`config.mk`:
```
export PLATFORM = sky130hd
export DESIGN_NAME = card_match_engine_flat
export DESIGN_NICKNAME = d
export VERILOG_FILES = /design/src/rtl/card_pkg.sv /design/src/rtl/card_match_engine_if.sv /design/src/rtl/card_hold_timer.sv /design/src/rtl/card_match_engine.sv /design/src/flat_wrapper.sv
export SDC_FILE = /design/constraint.sdc
export NUM_CORES = 1
export LEC_CHECK = 0
export ABC_CLOCK_PERIOD_IN_PS = 5500
export CAP_MARGIN = 20
export CORE_UTILIZATION = 58
export DETAILED_ROUTE_END_ITERATION = 16
export GPL_TIMING_DRIVEN = 0
export PLACE_DENSITY = 0.87
export SLEW_MARGIN = 25
export SYNTH_ARGS = -nofsm -noshare
export SYNTH_HDL_FRONTEND = slang
export SYNTH_SLANG_ARGS = --single-unit
```
`constraint.sdc`:
```
create_clock -name clk -period 5.5 [get_ports clk]
set_input_delay 0.825 -clock clk [delete_from_list [all_inputs] [get_ports clk]]
set_output_delay 0.825 -clock clk [all_outputs]
set_load 0.01 [all_outputs]
```
`src/rtl/card_pkg.sv`:
```
// Shared types and helpers for the card match game: sizes, FSM states,
// and symbol extraction from the 48-bit card map.
package card_pkg;
  localparam int NUM_CARDS = 16;
  localparam int NUM_PAIRS = 8;
  localparam int SYM_W     = 3;
  localparam int IDX_W     = 4;
  localparam int MAP_W     = 48;

  typedef enum logic [2:0] {
    IDLE, DEAL, WAIT1, WAIT2, COMPARE, HOLD, WIN
  } state_e;

  // Card c occupies map[3*c +: 3]; base is built in 6 bits to keep the select exact.
  function automatic logic [SYM_W-1:0] sym_of(input logic [0:MAP_W-1] m,
                                               input logic [IDX_W-1:0] idx);
    logic [5:0] base;
    base = {1'b0, idx, 1'b0} + {2'b00, idx};
    return m[base +: SYM_W];
  endfunction
endpackage

```
`src/rtl/card_match_engine_if.sv`:
```
// Generator handshake and player flip channel of the card match engine.
interface card_match_engine_if;
  import card_pkg::*;
  logic                  gen_start;
  logic                  gen_done;
  logic [0:MAP_W-1]      gen_map;
  logic                  flip_valid;
  logic [IDX_W-1:0]      flip_idx;
  logic                  flip_ready;

  modport master (input gen_start, flip_ready,
                  output gen_done, gen_map, flip_valid, flip_idx);
  modport slave  (output gen_start, flip_ready,
                  input gen_done, gen_map, flip_valid, flip_idx);
endinterface

```
`src/rtl/card_hold_timer.sv`:
```
// Countdown for the mismatch display window; expire is high on the last
// counting cycle, when the count has reached zero.
module card_hold_timer #(
  parameter int HOLD_W = 26
) (
  input  logic              clk,
  input  logic              resetn,
  input  logic              load,
  input  logic [HOLD_W-1:0] load_val,
  input  logic              count,
  output logic              expire
);
  logic [HOLD_W-1:0] cnt_q, cnt_d;

  always_comb begin
    cnt_d = cnt_q;
    if (load)                       cnt_d = load_val;
    else if (count && cnt_q != '0)  cnt_d = cnt_q - 1'b1;
  end

  always_ff @(posedge clk) begin
    if (!resetn) cnt_q <= '0;
    else         cnt_q <= cnt_d;
  end

  assign expire = count && (cnt_q == '0);
endmodule

```
`src/rtl/card_match_engine.sv`:
```
// Memory-style card game: deals via the map generator, pairs flips, holds
// mismatches face up, tracks matches/moves/win. CARD_MATCH_PEEK_EN adds a peek input.
module card_match_engine
  import card_pkg::*;
#(
  parameter int MISMATCH_HOLD = 50_000_000,
  parameter int HOLD_W        = 26
) (
  input  logic                  clk,
  input  logic                  resetn,
`ifdef CARD_MATCH_PEEK_EN
  input  logic                  peek,
`endif
  card_match_engine_if.slave    bus,
  input  logic                  new_game,
  output logic [0:MAP_W-1]      map,
  output logic [NUM_CARDS-1:0]  face_up,
  output logic [NUM_CARDS-1:0]  matched,
  output logic [7:0]            moves,
  output logic                  match_pulse,
  output logic                  miss_pulse,
  output logic                  game_over
);
  state_e                 state_q, state_d;
  logic [IDX_W-1:0]       first_q, first_d, second_q, second_d;
  logic [0:MAP_W-1]       map_q, map_d;
  logic [NUM_CARDS-1:0]   face_up_q, face_up_d, matched_q, matched_d;
  logic [7:0]             moves_q, moves_d;
  logic [3:0]             pairs_q, pairs_d;
  logic                   gen_start_q, gen_start_d, flip_ready_q, flip_ready_d;
  logic                   match_pulse_q, match_pulse_d, miss_pulse_q, miss_pulse_d;
  logic                   game_over_q, game_over_d;
  logic                   timer_load, timer_expire, flip_ok;

  card_hold_timer #(.HOLD_W(HOLD_W)) u_hold (
    .clk      (clk),
    .resetn   (resetn),
    .load     (timer_load),
    .load_val (HOLD_W'(MISMATCH_HOLD - 1)),
    .count    (state_q == HOLD),
    .expire   (timer_expire)
  );

  // Face-up already covers matched cards and the first card of the pair.
  assign flip_ok = bus.flip_valid && !face_up_q[bus.flip_idx];

  always_comb begin
    state_d       = state_q;
    first_d       = first_q;
    second_d      = second_q;
    map_d         = map_q;
    face_up_d     = face_up_q;
    matched_d     = matched_q;
    moves_d       = moves_q;
    pairs_d       = pairs_q;
    gen_start_d   = 1'b0;
    match_pulse_d = 1'b0;
    miss_pulse_d  = 1'b0;
    timer_load    = 1'b0;
    if (new_game && state_q != DEAL) begin
      state_d     = DEAL;
      gen_start_d = 1'b1;
      face_up_d   = '0;
      matched_d   = '0;
      moves_d     = '0;
      pairs_d     = '0;
    end else begin
      case (state_q)
        DEAL: if (bus.gen_done) begin
          map_d   = bus.gen_map;
          state_d = WAIT1;
        end
        WAIT1: if (flip_ok) begin
          first_d                 = bus.flip_idx;
          face_up_d[bus.flip_idx] = 1'b1;
          state_d                 = WAIT2;
        end
        WAIT2: if (flip_ok) begin
          second_d                = bus.flip_idx;
          face_up_d[bus.flip_idx] = 1'b1;
          state_d                 = COMPARE;
        end
        COMPARE: begin
          moves_d = (moves_q == 8'hFF) ? moves_q : moves_q + 8'd1;
          if (sym_of(map_q, first_q) == sym_of(map_q, second_q)) begin
            matched_d[first_q]  = 1'b1;
            matched_d[second_q] = 1'b1;
            match_pulse_d       = 1'b1;
            pairs_d             = pairs_q + 4'd1;
            state_d = (pairs_q == 4'(NUM_PAIRS - 1)) ? WIN : WAIT1;
          end else begin
            timer_load = 1'b1;
            state_d    = HOLD;
          end
        end
        HOLD: if (timer_expire) begin
          face_up_d[first_q]  = 1'b0;
          face_up_d[second_q] = 1'b0;
          miss_pulse_d        = 1'b1;
          state_d             = WAIT1;
        end
        IDLE, WIN: ;
        default: state_d = IDLE;
      endcase
    end
    flip_ready_d = (state_d == WAIT1) || (state_d == WAIT2);
    game_over_d  = (state_d == WIN);
  end

  always_ff @(posedge clk) begin
    if (!resetn) begin
      state_q       <= IDLE;
      first_q       <= '0;
      second_q      <= '0;
      map_q         <= '0;
      face_up_q     <= '0;
      matched_q     <= '0;
      moves_q       <= '0;
      pairs_q       <= '0;
      gen_start_q   <= 1'b0;
      flip_ready_q  <= 1'b0;
      match_pulse_q <= 1'b0;
      miss_pulse_q  <= 1'b0;
      game_over_q   <= 1'b0;
    end else begin
      state_q       <= state_d;
      first_q       <= first_d;
      second_q      <= second_d;
      map_q         <= map_d;
      face_up_q     <= face_up_d;
      matched_q     <= matched_d;
      moves_q       <= moves_d;
      pairs_q       <= pairs_d;
      gen_start_q   <= gen_start_d;
      flip_ready_q  <= flip_ready_d;
      match_pulse_q <= match_pulse_d;
      miss_pulse_q  <= miss_pulse_d;
      game_over_q   <= game_over_d;
    end
  end

  assign bus.gen_start  = gen_start_q;
  assign bus.flip_ready = flip_ready_q;
  assign map            = map_q;
  assign matched        = matched_q;
  assign moves          = moves_q;
  assign match_pulse    = match_pulse_q;
  assign miss_pulse     = miss_pulse_q;
  assign game_over      = game_over_q;
`ifdef CARD_MATCH_PEEK_EN
  assign face_up = (peek && state_q == WAIT1) ? '1 : face_up_q;
`else
  assign face_up = face_up_q;
`endif
endmodule

```
`src/flat_wrapper.sv`:
```
// flat-port wrapper written by rule: the top's interface ports become plain ports
module card_match_engine_flat import card_pkg::*;
#(
  parameter int MISMATCH_HOLD = 50_000_000,
  parameter int HOLD_W        = 26
)
  (clk, resetn, new_game, map, face_up, matched, moves, match_pulse, miss_pulse, game_over, bus_gen_start, bus_flip_ready, bus_gen_done, bus_gen_map, bus_flip_valid, bus_flip_idx);
  card_match_engine_if bus_i ();
  input  logic clk;
  input  logic resetn;
  input  logic new_game;
  output logic [0:MAP_W-1] map;
  output logic [NUM_CARDS-1:0] face_up;
  output logic [NUM_CARDS-1:0] matched;
  output logic [7:0] moves;
  output logic match_pulse;
  output logic miss_pulse;
  output logic game_over;
  output wire logic [$bits(bus_i.gen_start)-1:0] bus_gen_start;
  output wire logic [$bits(bus_i.flip_ready)-1:0] bus_flip_ready;
  input wire logic [$bits(bus_i.gen_done)-1:0] bus_gen_done;
  input wire logic [$bits(bus_i.gen_map)-1:0] bus_gen_map;
  input wire logic [$bits(bus_i.flip_valid)-1:0] bus_flip_valid;
  input wire logic [$bits(bus_i.flip_idx)-1:0] bus_flip_idx;
  assign bus_gen_start = bus_i.gen_start;
  assign bus_flip_ready = bus_i.flip_ready;
  assign bus_i.gen_done = bus_gen_done;
  assign bus_i.gen_map = bus_gen_map;
  assign bus_i.flip_valid = bus_flip_valid;
  assign bus_i.flip_idx = bus_flip_idx;
  card_match_engine #(.MISMATCH_HOLD(MISMATCH_HOLD), .HOLD_W(HOLD_W)) u_core (.clk(clk), .resetn(resetn), .bus(bus_i), .new_game(new_game), .map(map), .face_up(face_up), .matched(matched), .moves(moves), .match_pulse(match_pulse), .miss_pulse(miss_pulse), .game_over(game_over));
endmodule
```
==> impl_metrics.yaml, run 1 <==
synthesis:
  yosysWarnings: 0
  synth.distinct_cells: 67
  netlist_area_mm2: 0.00816
  ys_seq_area_share_pct: 32.9
  synth.avg_cell_area_um2: 9.53
  dominantRegCellSynth: "dfxtp_1"
  syn_inst: 856
  syn_nets: 938
  ys_async_sr_fraction_pct: 0
  synth_edf_count: 0
  ys_ff_latch: 134
critical_path:
  cp_max_fo: 10
  crit_top_cell: "buf_2"
  required_ns: 5.80
  cp_top_family: "buffers and inverters"
  arrival_ns: 4.98
  r2r_end: "u_core.u_hold.cnt_q[25]$_SDFFE_PN0P_"
  critPathLaunchType: "flop"
  setup.worst_path.end_class: "flop"
  setup.worst_path.class: "reg -> reg"
  path_cells: "ha_1 > inv_1 > fa_1 > buf_2 > buf_2 > buf_4 > mux2i_1 > mux2i_1 > mux4_2 > a32oi_1 > xor2_1 > nand3_2 > nand3_2 > buf_2 > o21ai_1"
  regToRegSetupSlack_ns: 0.82
  critical_path.slowest_cell: "dfxtp_1"
  crit_buf_inv: 5
  r2r-start: "u_core.first_q[0]$_SDFFE_PN0P_"
  worst_path_largest_cell_delay_ns: 0.53
  rr_worst_depth: 15
power:
  p_sw_share_pct: 24.8
  worst_ir_drop_vdd_mv: 0.180
  pwr-share-clk_pct: 47.3
  power_density_mw_per_mm2: 229
  p_sw_uw: 593
  p_leak_nw: 3.81
  p_int_mw: 1.80
  p_seq_share_pct: 42.8
  pwr-share-comb_pct: 9.9
floorplan:
  row_count: 42
  fp.dieArea_mm2: 0.0146
  die_x_um: 121
  die_y_um: 121
  boundaryPins: 150
  start_util_pct: 60.4
  core_area_mm2: 0.0135
cts:
  ctsResizeCount: 0
  htreeDepth: 4
  clk_pin_slew_ns: 0.06
  clkSinkCount: 134
  cts_tree: "done"
  cts_setup_buffers: 0
  numCtsBuffers: 17
  cts_buffer_depth: 2
  cts_hold_buf: 0
  clkLatencyLatePin_ns: 0.43
  cts-root-buf: "clkbuf_16"
sta:
  min_period_ns: 4.68
  tightest_slew_ns: 1.02
  final-setup-viol-count: 0
  hold_viol: 0
  report.final.slew_viol_count: 0
  clock_skew_ns: 0.00561
  fmax_ghz: 0.214
  finalSetupTns_ns: 0
  fin_crit_sh_pct: 85.1
  maxSlewHeadroom_pct: 31.2
  rsz0062_at_grt: "no"
placed_design:
  io_buffers: 149
  placed_cells: 1181
  hpwlAfterDp_um: 17100
  gp_congestion: 0.973
routing:
  dr.pass1.iters: 6
  wire_per_inst_um: 20.3
  drt_iter0_drc: 964
  routed_wl_um: 24600
  drc: 0
  num_vias: 7804
  via_per_inst: 6.44
  ant_nets: 0
finish:
  final_cell_count_no_fill: 1212
  nNetsFinal: 1106
  area_growth_pct: 28.1
  nFillCells: 909
  n_antenna_cell: 0
  final_layout_size_suffix_gt1_share_pct: 13.7
grt:
  overflow: 0
  grt_pass1_wl_um: 39500
  antenna_found_initial: 0
  track_usage_pct: 35.2
  grt_max_degree: 17
  grt_pass1_vias: 7651
min_path:
  min_path_cells: 2
  hold_start: "u_core.matched[7]$_SDFFE_PP0P_"
  min_to: "u_core.matched[7]$_SDFFE_PP0P_"
  hp-class: "reg -> reg"
flow_run:
  cap_violations: 0
status:
  status: "completed"
## worst max-delay path by stage
stage               cells after the start  slack (ns)                              endpoint                           start
finish                                 15        0.82  u_core.u_hold.cnt_q[25]$_SDFFE_PN0P_  u_core.first_q[0]$_SDFFE_PN0P_
global route                           15        0.57  u_core.u_hold.cnt_q[25]$_SDFFE_PN0P_  u_core.first_q[0]$_SDFFE_PN0P_
CTS                                    15        0.88  u_core.u_hold.cnt_q[25]$_SDFFE_PN0P_  u_core.first_q[0]$_SDFFE_PN0P_
detailed placement                     15        0.95  u_core.u_hold.cnt_q[25]$_SDFFE_PN0P_  u_core.first_q[0]$_SDFFE_PN0P_
global placement                       15        1.04  u_core.u_hold.cnt_q[12]$_SDFFE_PN0P_  u_core.first_q[0]$_SDFFE_PN0P_
floorplan                              15        1.71        u_core.pairs_q[2]$_SDFFE_PP0P_  u_core.first_q[0]$_SDFFE_PN0P_
## synth_stat cells, types with 4 or more instances
master / instances / area share (%)
buf_2: 15 / 0.92
o211ai_1: 4 / 0.37
clkbuf_1: 25 / 1.1
o21ai_0: 10 / 0.61
a22o_1: 16 / 1.7
and2_1: 5 / 0.38
mux2i_1: 41 / 5.0
a21oi_1: 87 / 5.3
buf_4: 5 / 0.46
o21ai_1: 15 / 0.92
a211oi_1: 17 / 1.6
and3_1: 5 / 0.38
buf_1: 5 / 0.23
nand3_1: 28 / 1.7
nor2_1: 66 / 3.0
nand3_2: 4 / 0.49
a31oi_1: 4 / 0.31
nor2b_1: 10 / 0.77
xor2_1: 15 / 1.6
xnor2_1: 25 / 2.7
nor3_1: 15 / 0.92
dfxtp_1: 134 / 33
ha_1: 23 / 3.5
nand2_1: 120 / 5.5
mux4_2: 67 / 18
or3_1: 6 / 0.46
inv_1: 15 / 0.69
nand4_1: 10 / 0.77
nor4_1: 5 / 0.38
## power groups by stage
stage          registers (mW)  logic (mW)  clock network [mW]
2_1_floorplan            1.04       0.119                   0
3_3_place_gp             1.04       0.228                   0
3_5_place_dp             1.04       0.231                   0
4_1_cts                  1.02       0.234                1.13
5_1_grt                  1.02       0.253                1.18
6_report                 1.02       0.237                1.13
## kinds of logic (layout without fill, tap and decap cells)
kind of cell	after synthesis	count (layout)	share of synthesized area [%]
simple gates	297	297	17.3
compound gates	179	179	13.8
buf+inv	72	252	4.05
mux	109	109	23.7
flops	134	134	32.9
xor+xnor	40	40	4.29
fa+ha+maj	25	25	4.02
## sequential cells by signal (all words and copies together), names as in the netlist
register	count
u_core.bus.flip_ready	1
u_core.bus.gen_start	1
u_core.face_up	16
u_core.first_q	4
u_core.game_over	1
u_core.map	48
u_core.match_pulse	1
u_core.matched	16
u_core.miss_pulse	1
u_core.moves	8
u_core.pairs_q	4
u_core.second_q	4
u_core.state_q	3
u_core.u_hold.cnt_q	26
## worst register-to-register path, delay by kind of cell (launching register included)
| family | cells | cell delay (ns) |
|---|---|---|
| buf+inv | 5 | 1.22 |
| simple gates | 2 | 0.45 |
| xor+xnor | 1 | 0.25 |
| fa+ha+maj | 2 | 0.83 |
| mux | 3 | 0.87 |
| flops | 1 | 0.53 |
| compound gates | 2 | 0.41 |
## metrics by stage
step / power [mW] / util [%] / hold WS [ns] / setup WS [ns] / area, µm²
after global routing: 2.46 / 77.4 / 0.513 / 0.569 / 10500
after global placement: 1.27 / 73.1 / 0.455 / 1.04 / 9870
after CTS: 2.39 / 77.4 / 0.468 / 0.883 / 10500
after floorplan: 1.15 / - / 0.446 / 1.71 / 8160
after detailed placement: 1.27 / 73.1 / 0.453 / 0.951 / 9870
final: 2.39 / 77.4 / 0.464 / 0.817 / 10500
## layout by cell type (no fill, tap or decap), drive strengths merged, types with 7 or more instances in the layout
master / synthesis / routed
a21oi: 87 / 87
nor2b: 10 / 10
o21ai: 25 / 25
nor2: 66 / 66
nand2: 121 / 121
and2: 7 / 7
buf: 28 / 28
clkbuf: 25 / 44
nand3: 32 / 32
a22o: 16 / 16
mux2i: 41 / 41
nand4: 10 / 10
clkdlybuf4s50: 0 / 149
xnor2: 25 / 25
clkinv: 2 / 10
nor3: 15 / 15
ha: 23 / 23
a211oi: 18 / 18
dfxtp: 134 / 134
xor2: 15 / 15
mux4: 67 / 67
inv: 17 / 18
## layer usage
metal / share of wire (%) / track usage (%)
met4: 5.0 / 20.1
met5: 0 / 0
met3: 9.2 / 9.20
met1: 39 / 42.9
met2: 47 / 56.3
## final cells by class
cell class | count | area (µm²) | share of cell area, %
clock buffers | 19 | 453 | 4.33
well taps | 176 | 220 | 2.11
plain buffers | 53 | 259 | 2.48
multi-input cells | 650 | 5150 | 49.3
inverters | 19 | 71.3 | 0.682
repair buffers | 149 | 1490 | 14.3
flip-flops and latches | 134 | 2680 | 25.7
clock inverters | 12 | 128 | 1.22
No activity file was read; power rests on OpenSTA's default activity.
==> run 2, diff against run 1 <==
- SLEW_MARGIN: 25 -> unset
==> results of run 2 <==
Same layout as run 1: the final DEF is identical, and so are final timing and power.
